### src/rtl/uart_rx_param.sv
// uart_rx_param: parametrised UART receiver (5..9 data bits, none/odd/even parity, 1 or 2 stop bits)
// Optional build macro: UART_RX_MAJORITY_EN (2-of-3 majority vote around the bit centre).
// Ports:
//   clk        in   system clock
//   rst_n      in   asynchronous active-low reset
//   rx_uart    in   serial line, idle high, asynchronous to clk
//   rx_data    out  last received word, LSB = first data bit, held until next frame
//   rx_valid   out  one-cycle strobe when a frame completes (with or without error)
//   frame_err  out  a stop bit was sampled low; meaningful while rx_valid=1
//   parity_err out  parity mismatch; meaningful while rx_valid=1; 0 when PARITY=0
//   busy       out  high from start-edge detection until the FSM returns to IDLE
module uart_rx_param #(
  parameter int CLK_FREQ  = 50_000_000,
  parameter int BAUD      = 9600,
  parameter int DATA_BITS = 8,
  parameter int PARITY    = 0,
  parameter int STOP_BITS = 1
) (
  input  logic                 clk,
  input  logic                 rst_n,
  input  logic                 rx_uart,
  output logic [DATA_BITS-1:0] rx_data,
  output logic                 rx_valid,
  output logic                 frame_err,
  output logic                 parity_err,
  output logic                 busy
);
  localparam int BIT_CNT = CLK_FREQ / BAUD;
  localparam int HALF    = BIT_CNT / 2;
  localparam int CW      = $clog2(BIT_CNT);
  localparam int IW      = $clog2(DATA_BITS);
`ifdef UART_RX_MAJORITY_EN
  localparam int SMP = HALF + 1;
`else
  localparam int SMP = HALF;
`endif
  localparam logic [CW-1:0] C_SMP  = CW'(SMP);
  localparam logic [CW-1:0] C_LAST = CW'(BIT_CNT - 1);
  localparam logic [IW-1:0] I_LAST = IW'(DATA_BITS - 1);
  localparam logic [IW-1:0] S_LAST = IW'(STOP_BITS - 1);
  if (BIT_CNT < 4 || DATA_BITS < 5 || DATA_BITS > 9 || PARITY < 0 || PARITY > 2 ||
      STOP_BITS < 1 || STOP_BITS > 2) begin : g_bad_cfg
    $error("uart_rx_param: illegal configuration (BIT_CNT<4 or parameter out of range)");
  end
  typedef enum logic [2:0] {IDLE, START, DATA, PAR, STOP} state_t;
  state_t               r_state;
  logic                 r_s1, r_s2, r_prev;
  logic [CW-1:0]        r_cnt;
  logic [IW-1:0]        r_idx;
  logic [DATA_BITS-1:0] r_shift;
  logic                 r_ferr, r_perr;
  logic                 w_bit, w_fall, w_smp, w_last;
`ifdef UART_RX_MAJORITY_EN
  // r_hist holds the synchronised line at cnt = HALF-1 and HALF when cnt reaches HALF+1
  logic [1:0] r_hist;
  always_ff @(posedge clk or negedge rst_n)
    if (!rst_n) r_hist <= 2'b11;
    else r_hist <= {r_hist[0], r_s2};
  assign w_bit = (r_hist[1] & r_hist[0]) | (r_hist[1] & r_s2) | (r_hist[0] & r_s2);
`else
  assign w_bit = r_s2;
`endif
  // only a real 1->0 transition starts a frame; a line stuck low does not
  assign w_fall = r_prev & ~r_s2;
  assign w_smp  = r_cnt == C_SMP;
  assign w_last = r_cnt == C_LAST;
  assign busy   = r_state != IDLE;
  always_ff @(posedge clk or negedge rst_n) begin
    if (!rst_n) begin
      r_s1       <= 1'b1;
      r_s2       <= 1'b1;
      r_prev     <= 1'b1;
      r_state    <= IDLE;
      r_cnt      <= '0;
      r_idx      <= '0;
      r_shift    <= '0;
      r_ferr     <= 1'b0;
      r_perr     <= 1'b0;
      rx_data    <= '0;
      rx_valid   <= 1'b0;
      frame_err  <= 1'b0;
      parity_err <= 1'b0;
    end else begin
      r_s1     <= rx_uart;
      r_s2     <= r_s1;
      r_prev   <= r_s2;
      rx_valid <= 1'b0;
      r_cnt    <= (r_state == IDLE || w_last) ? '0 : r_cnt + 1'b1;
      case (r_state)
        IDLE: if (w_fall) begin
          r_state <= START;
          r_ferr  <= 1'b0;
          r_perr  <= 1'b0;
        end
        START: if (w_smp && w_bit) r_state <= IDLE;
        else if (w_last) begin
          r_state <= DATA;
          r_idx   <= '0;
        end
        DATA: begin
          if (w_smp) r_shift[r_idx] <= w_bit;
          if (w_last) begin
            r_idx <= (r_idx == I_LAST) ? '0 : r_idx + 1'b1;
            if (r_idx == I_LAST) r_state <= (PARITY != 0) ? PAR : STOP;
          end
        end
        // error when the XOR of data and parity bit differs from the wanted polarity
        PAR: begin
          if (w_smp) r_perr <= ^r_shift ^ w_bit ^ (PARITY == 1);
          if (w_last) r_state <= STOP;
        end
        // commit at the centre of the last stop bit so a back-to-back start edge is not missed
        STOP: begin
          if (w_smp) begin
            r_ferr <= r_ferr | ~w_bit;
            if (r_idx == S_LAST) begin
              rx_data    <= r_shift;
              frame_err  <= r_ferr | ~w_bit;
              parity_err <= r_perr;
              rx_valid   <= 1'b1;
              r_state    <= IDLE;
            end
          end
          if (w_last) r_idx <= r_idx + 1'b1;
        end
        default: r_state <= IDLE;
      endcase
    end
  end
endmodule

### config.mk
export PLATFORM = sky130hd
export DESIGN_NAME = uart_rx_param
export DESIGN_NICKNAME = d
export VERILOG_FILES = /design/src/rtl/uart_rx_param.sv
export SDC_FILE = /design/constraint.sdc
export NUM_CORES = 1
export LEC_CHECK = 0
export ABC_AREA = 1
export ABC_CLOCK_PERIOD_IN_PS = 4100
export CORE_MARGIN = 8
export CORE_UTILIZATION = 60
export DETAILED_ROUTE_END_ITERATION = 7
export HOLD_SLACK_MARGIN = 0.06
export PLACE_DENSITY = 0.78
export SYNTH_ARGS = -nofsm -noshare
export SYNTH_HDL_FRONTEND = slang
export SYNTH_SLANG_ARGS = --single-unit
### constraint.sdc
create_clock -name clk -period 4.1 [get_ports clk]
set_input_delay 0.615 -clock clk [delete_from_list [all_inputs] [get_ports clk]]
set_output_delay 0.615 -clock clk [all_outputs]
set_load 0.01 [all_outputs]
==> results.cfg, run 1 <==
[status]
outcome = finished, final reports clean

[layout]
layout-drive-gt1-share_pct = 12.5
layout.nets = 310
commonest_non_fill_non_tap_cell_in_the_layout = sky130_fd_sc_hd__nand2_1
layout-area-overhead-vs-synth_pct = 13.1
count_of_antenna_diodes_in_the_layout = 0
layout_common_cells = sky130_fd_sc_hd__nand2_1 (89), sky130_fd_sc_hd__dfrtp_1 (40), sky130_fd_sc_hd__inv_1 (28)

[sta]
totalNegativeSetupSlack_ns = 0
slew-limit-headroom_pct = 38.4
report.final.setup_viol = 0
final.period_utilization_pct = 56.5
timing_worst_slew_pin_value_ns = 0.925
skew_ns = 0.0109
grt_setup_unrepaired = false
report.final.slew_viol_count = 0
final_count_of_hold_timing_violations = 0
time_the_final_worst_path_needs_with_i_o_delays_and_setup_ns = 2.32
maxClockFrequency_ghz = 0.432

[clocking]
cts_buffers = 5
resized_gates_after_cts = 0
clockBufferDepth = 2
cts.sink_count = 43
cts_tree = done
root_buffer = sky130_fd_sc_hd__clkbuf_8
hold_buffers = 0
cts-htree-levels = 2
cts.reportedPaths.clkPinSlew_ns = 0.09
insertion_delay_ns = 0.30
number_of_post_cts_setup_repair_buffers = 0

[route]
drc = 0
drt-vias-per-instance = 5.15
detail_route.iter0.violations = 95
ant_nets = 0
routed_wirelength_mm = 4.19
drt-pass1-iter-count = 5
route.layer.met1.wl_mm = 1.95
detail_route.wl_per_cell_microns = 11.9
dr_wl_met2_mm = 1.98
top_layer_used = met4
met3_length_microns = 194
num_vias = 1806

[logic_synthesis]
dominant_combinational_cell_family_by_area_after_synthesis = simple AND/OR/NAND/NOR gates
ys_seq_area_share_pct = 47.3
yosys_warnings = 0
yosys.area_share.adder_pct = 2.74
synth_cells = 282
synth_mux_area_share_pct = 0
ys_ff_latch = 43
post_synth_xor_area_fraction_pct = 4.61
compound_cell_area_share_of_the_yosys_netlist_pct = 6.52
synthesis.area_per_instance_sq_um = 8.09
mappedNetlistArea_sq_um = 2280
synth_cell_types = 31
yosys.area_share.simple_pct = 32.7
postSynthNetCount = 290

[critical_path]
crit_family = buffers and inverters
timing.reg2reg.setup_slack_ns = 2.41
timing.critical_path.to_type = primary output
max_stage_delay_ns = 0.49
crit-reg2reg-capture = r_cnt[11]
critPathMaxFanout = 4
critical_path_buf_inv_count = 3
rr_startpoint = r_cnt[0]
critPathKind = reg2out
worst-r2r-cell-count = 7
cp_cell_sequence = nor2_1 > inv_1 > nor2_1 > inv_1 > clkdlybuf4s50_1
wp_data_arrival_ns = 1.70
critical-path-slowest-cell = sky130_fd_sc_hd__clkdlybuf4s50_1
worstSetupStartpointType = register
crit_required_ns = 3.48

[global_route]
grt.total_usage_pct = 15.6
first_global_vias = 1785
gr-total-overflow = 0
first_pass_grt_wire_length_mm = 7.74
antenna_found_initial = 0
grt_max_degree = 44

[worst_hold_path]
timing.hold.worst_endpoint = r_s2
type_of_the_worst_min_delay_path = reg2reg
timing.hold.worst_path_depth = 0
hp-start = r_s1

[die]
start_util_pct = 62.3
die_footprint_sq_um = 6030
fp.dieH_microns = 77.7
fp-row-count = 22
core_area_sq_um = 3660
ios = 15
die-width_microns = 77.7

[pwr]
irDropWorstVdd_v = 0.000379
total_power_w = 0.00108
leakage_nw = 1.28
power.density_cell_area_nw_per_um2 = 420

[place]
placement.io_buffers = 14
place_hpwl_mm = 3.20
globalplace.congestion = 0.878

[job]
drv.max_cap_violation_count = 0
-- area by class of cell --
type	instances	area (sq um)
inverters	34	129
well taps	48	60.1
flip-flops and latches	43	1080
multi-input cells	204	1060
fillers	305	1080
clock buffers	5	68.8
clock inverters	3	46.3
repair buffers	14	135
-- cell families (layout without fill, tap and decap cells) --
logic type | Yosys count | count (layout)
DFF | 43 | 43
AOI/OAI and AO/OA | 26 | 26
buffers and inverters | 35 | 56
adders and majority gates | 5 | 5
and+or+nand+nor | 161 | 161
xor gates and xnor gates | 12 | 12
-- per-layer routing --
metal | track usage [%] | vias to the layer above
met5 | 0 | -
met4 | 5.28 | 0
met3 | 5.41 | 7
met2 | 26.1 | 28
met1 | 18.0 | 843
li1 | - | 928
-- state kept, by name, indices dropped and copies added (netlist names) --
signal	count
frame_err	1
r_state	3
r_ferr	1
r_cnt	13
r_idx	3
r_s2	1
r_perr	1
rx_data	8
r_shift	8
r_s1	1
r_prev	1
parity_err	1
rx_valid	1
-- cells in the mapped netlist --
master / instances / share of area, %
sky130_fd_sc_hd__xnor2_1: 4 / 1.5
sky130_fd_sc_hd__o21ai_0: 11 / 2.4
sky130_fd_sc_hd__and2_4: 1 / 0.38
sky130_fd_sc_hd__o21ai_1: 5 / 1.1
sky130_fd_sc_hd__nor2_4: 5 / 2.5
sky130_fd_sc_hd__nor3_1: 7 / 1.5
sky130_fd_sc_hd__nand2_4: 1 / 0.49
sky130_fd_sc_hd__nor2_2: 2 / 0.55
sky130_fd_sc_hd__dfstp_2: 3 / 3.5
sky130_fd_sc_hd__nand3_2: 1 / 0.44
sky130_fd_sc_hd__nand2_2: 5 / 1.4
sky130_fd_sc_hd__nand2_1: 89 / 15
sky130_fd_sc_hd__inv_2: 5 / 0.82
sky130_fd_sc_hd__nand3b_1: 2 / 0.66
sky130_fd_sc_hd__nand4_1: 2 / 0.55
sky130_fd_sc_hd__clkinv_2: 1 / 0.22
sky130_fd_sc_hd__o21ai_2: 3 / 1.2
sky130_fd_sc_hd__a21oi_1: 4 / 0.88
sky130_fd_sc_hd__inv_1: 28 / 4.6
sky130_fd_sc_hd__o211ai_1: 1 / 0.33
sky130_fd_sc_hd__a211oi_1: 1 / 0.33
sky130_fd_sc_hd__nand3_4: 1 / 0.77
sky130_fd_sc_hd__dfrtp_1: 40 / 44
sky130_fd_sc_hd__xor2_1: 8 / 3.1
sky130_fd_sc_hd__nand3_1: 19 / 4.2
sky130_fd_sc_hd__nor2_1: 24 / 3.9
sky130_fd_sc_hd__buf_6: 1 / 0.49
sky130_fd_sc_hd__and3_1: 1 / 0.27
sky130_fd_sc_hd__o31ai_1: 1 / 0.33
sky130_fd_sc_hd__nor3_2: 1 / 0.44
sky130_fd_sc_hd__ha_1: 5 / 2.7
-- per-stage QoR --
stage          hold slack (ns)  setup slack (ns)  area [sq um]  instances  utilization [%]
2_1_floorplan            0.319              2.66          2280        282                -
3_3_place_gp             0.346              2.13          2470        343             67.4
3_5_place_dp             0.352              2.11          2470        343             67.4
4_1_cts                  0.364              1.78          2580        351             70.5
5_1_grt                  0.365              1.70          2580        351             70.5
6_report                 0.362              1.78          2580        351             70.5
-- where the power goes --
| group | total [W] | switching [W] | leakage (nW) | internal [W] |
|---|---|---|---|---|
| clock network | 0.000335 | 0.000151 | 0.0548 | 0.000183 |
| registers | 0.000480 | 0.0000267 | 0.585 | 0.000453 |
| logic | 0.000269 | 0.000182 | 0.646 | 0.0000868 |
| total | 0.00108 | 0.000360 | 1.28 | 0.000723 |
-- worst max-delay path by stage --
| stage | start | end | cells after the start |
|---|---|---|---|
| finish | r_state[1] | busy | 5 |
| global route | r_state[1] | busy | 5 |
| CTS | r_state[1] | busy | 5 |
| detailed placement | r_state[1] | busy | 5 |
| global placement | r_state[0] | busy | 5 |
| floorplan | r_state[1] | busy | 4 |
No activity file was read; power rests on OpenSTA's default activity.
==> run 2, diff against run 1 <==
- ABC_CLOCK_PERIOD_IN_PS: 4100 -> 2300
- CORE_UTILIZATION: 60 -> 58
- PLACE_DENSITY: 0.78 -> 0.75
- clock period: 4.1 -> 2.3 ns (I/O delays scaled with it)
==> results.cfg, run 2 (same netlist as run 1, synthesis figures left out) <==
[status]
outcome = finished, final reports clean

[layout]
layout-area-overhead-vs-synth_pct = 14.1
commonest_non_fill_non_tap_cell_in_the_layout = sky130_fd_sc_hd__nand2_1
layout.core_utilization_pct = 67.0
count_of_antenna_diodes_in_the_layout = 0
layout_common_cells = sky130_fd_sc_hd__nand2_1 (89), sky130_fd_sc_hd__dfrtp_1 (40), sky130_fd_sc_hd__inv_1 (28)
layout-drive-gt1-share_pct = 12.8
largest_register_ffs = 13
multiInputGateArea_sq_um = 1060
layout.nets = 312
fillCellCount = 339
register_area_sq_um = 1080
max_flop_register = r_cnt
largestRegisters = r_cnt x13, r_shift x8, rx_data x8

[sta]
time_the_final_worst_path_needs_with_i_o_delays_and_setup_ns = 2.08
slew-limit-headroom_pct = 72.4
report.final.slew_viol_count = 0
hold_slack_ns = 0.353
final.period_utilization_pct = 90.5
grt_setup_unrepaired = false
timing_worst_slew_pin_value_ns = 0.414
skew_ns = 0.00655
report.final.setup_viol = 0
final_count_of_hold_timing_violations = 0
maxClockFrequency_ghz = 0.481
totalNegativeSetupSlack_ns = 0

[die]
fp-row-count = 23
start_util_pct = 58.7
die-width_microns = 78.7
die_footprint_sq_um = 6200
fp.dieH_microns = 78.7
ios = 15
core_area_sq_um = 3880

[clocking]
hold_buffers = 1
number_of_post_cts_setup_repair_buffers = 0
cts.reportedPaths.clkPinSlew_ns = 0.08
cts.sink_count = 43
cts-htree-levels = 2
cts_buffers = 5
cts_tree = done
clockBufferDepth = 2
insertion_delay_ns = 0.30
root_buffer = sky130_fd_sc_hd__clkbuf_8
resized_gates_after_cts = 0

[place]
globalplace.congestion = 0.858
placement.io_buffers = 14
place_hpwl_mm = 3.25

[critical_path]
crit_required_ns = 1.96
timing.reg2reg.setup_slack_ns = 0.63
critical_path_source = r_state[0]
critPathKind = reg2out
rr_startpoint = r_cnt[0]
critPathMaxFanout = 4
worst-r2r-cell-count = 7
wp_data_arrival_ns = 1.74
timing.critical_path.to_type = primary output
worstSetupStartpointType = register

[global_route]
first_global_vias = 1602
grt.total_usage_pct = 14.7
gr-total-overflow = 0
first_pass_grt_wire_length_mm = 7.29
antenna_found_initial = 0
grt_max_degree = 26

[route]
detail_route.iter0.violations = 75
ant_nets = 0
detail_route.wl_per_cell_microns = 11.9
drt-vias-per-instance = 5.05
dr_wl_met2_mm = 1.94
drc = 0
top_layer_used = met4
met3_length_microns = 224
drt-pass1-iter-count = 5
routed_wirelength_mm = 4.22
route.layer.met1.wl_mm = 1.98
num_vias = 1792

[worst_hold_path]
timing.hold.worst_path_depth = 0
hp-start = r_s1
type_of_the_worst_min_delay_path = reg2reg

[pwr]
power.density_cell_area_nw_per_um2 = 753
power.share.clock_pct = 31.0
irDropWorstVdd_v = 0.000520
leakage_nw = 1.30
internal-power_w = 0.00132
power.share.combinational_pct = 25.4
power_switching_share_pct = 32.9
power.net_switching_w = 0.000645
pwr-share-seq_pct = 43.6

[job]
drv.max_cap_violation_count = 0
-- run 2: changes by cell type in the layout (fill, tap and decap cells not counted) --
| cell | before | now |
|---|---|---|
| sky130_fd_sc_hd__dlygate4sd3_1 | 0 | 1 |
| sky130_fd_sc_hd__clkinvlp_4 | 1 | 0 |
| sky130_fd_sc_hd__clkbuf_8 | 5 | 6 |
| sky130_fd_sc_hd__clkinv_2 | 1 | 2 |
| sky130_fd_sc_hd__inv_6 | 1 | 0 |
| sky130_fd_sc_hd__buf_4 | 0 | 1 |
-- run 2: metal layers --
metal,track usage [%],vias up
met5,0,-
met4,6.67,0
met3,3.16,7
met2,23.4,38
met1,18.6,810
li1,-,937
-- run 2: final cells by class --
| class | count | area share (%) |
|---|---|---|
| tap | 50 | 2.40 |
| sequential | 43 | 41.5 |
| clock inverter | 2 | 1.35 |
| clock buffer | 6 | 3.17 |
| timing repair buffer | 16 | 5.86 |
| multi-input combinational | 204 | 40.8 |
| inverter | 34 | 4.95 |
-- run 2: worst paths after layout --
path / endpoint
max: busy
min: r_s2
max reg2reg: r_cnt[11]
min reg2reg: r_s2
max in group asynchronous: frame_err
min in group asynchronous: r_cnt[10]
-- run 2: worst max-delay path, stage by stage, from the launching register on --
cell and delay, ns:
sky130_fd_sc_hd__dfrtp_1 0.40, sky130_fd_sc_hd__nor2_1 0.11, sky130_fd_sc_hd__inv_1 0.09, sky130_fd_sc_hd__nor2_1 0.23, sky130_fd_sc_hd__inv_1 0.11, sky130_fd_sc_hd__clkdlybuf4s50_1 0.49
-- run 2: metrics by stage --
stage                     worst slack, ns  instance area (sq um)  instances  total power, W
after global placement              0.600                   2480        346         0.00135
after detailed placement            0.545                   2480        346         0.00136
after global routing                0.152                   2600        355         0.00208
after CTS                           0.204                   2600        355         0.00198
after floorplan                     0.880                   2280        282         0.00122
final                               0.219                   2600        355         0.00196
-- run 2: power by group through the flow --
stage                     logic, W  registers, W  clock network (W)
after floorplan           0.000365      0.000857                  0
after global placement    0.000483      0.000863                  0
after detailed placement  0.000493      0.000868                  0
after CTS                 0.000502      0.000853           0.000624
after global routing      0.000567      0.000860           0.000651
final                     0.000497      0.000854           0.000608
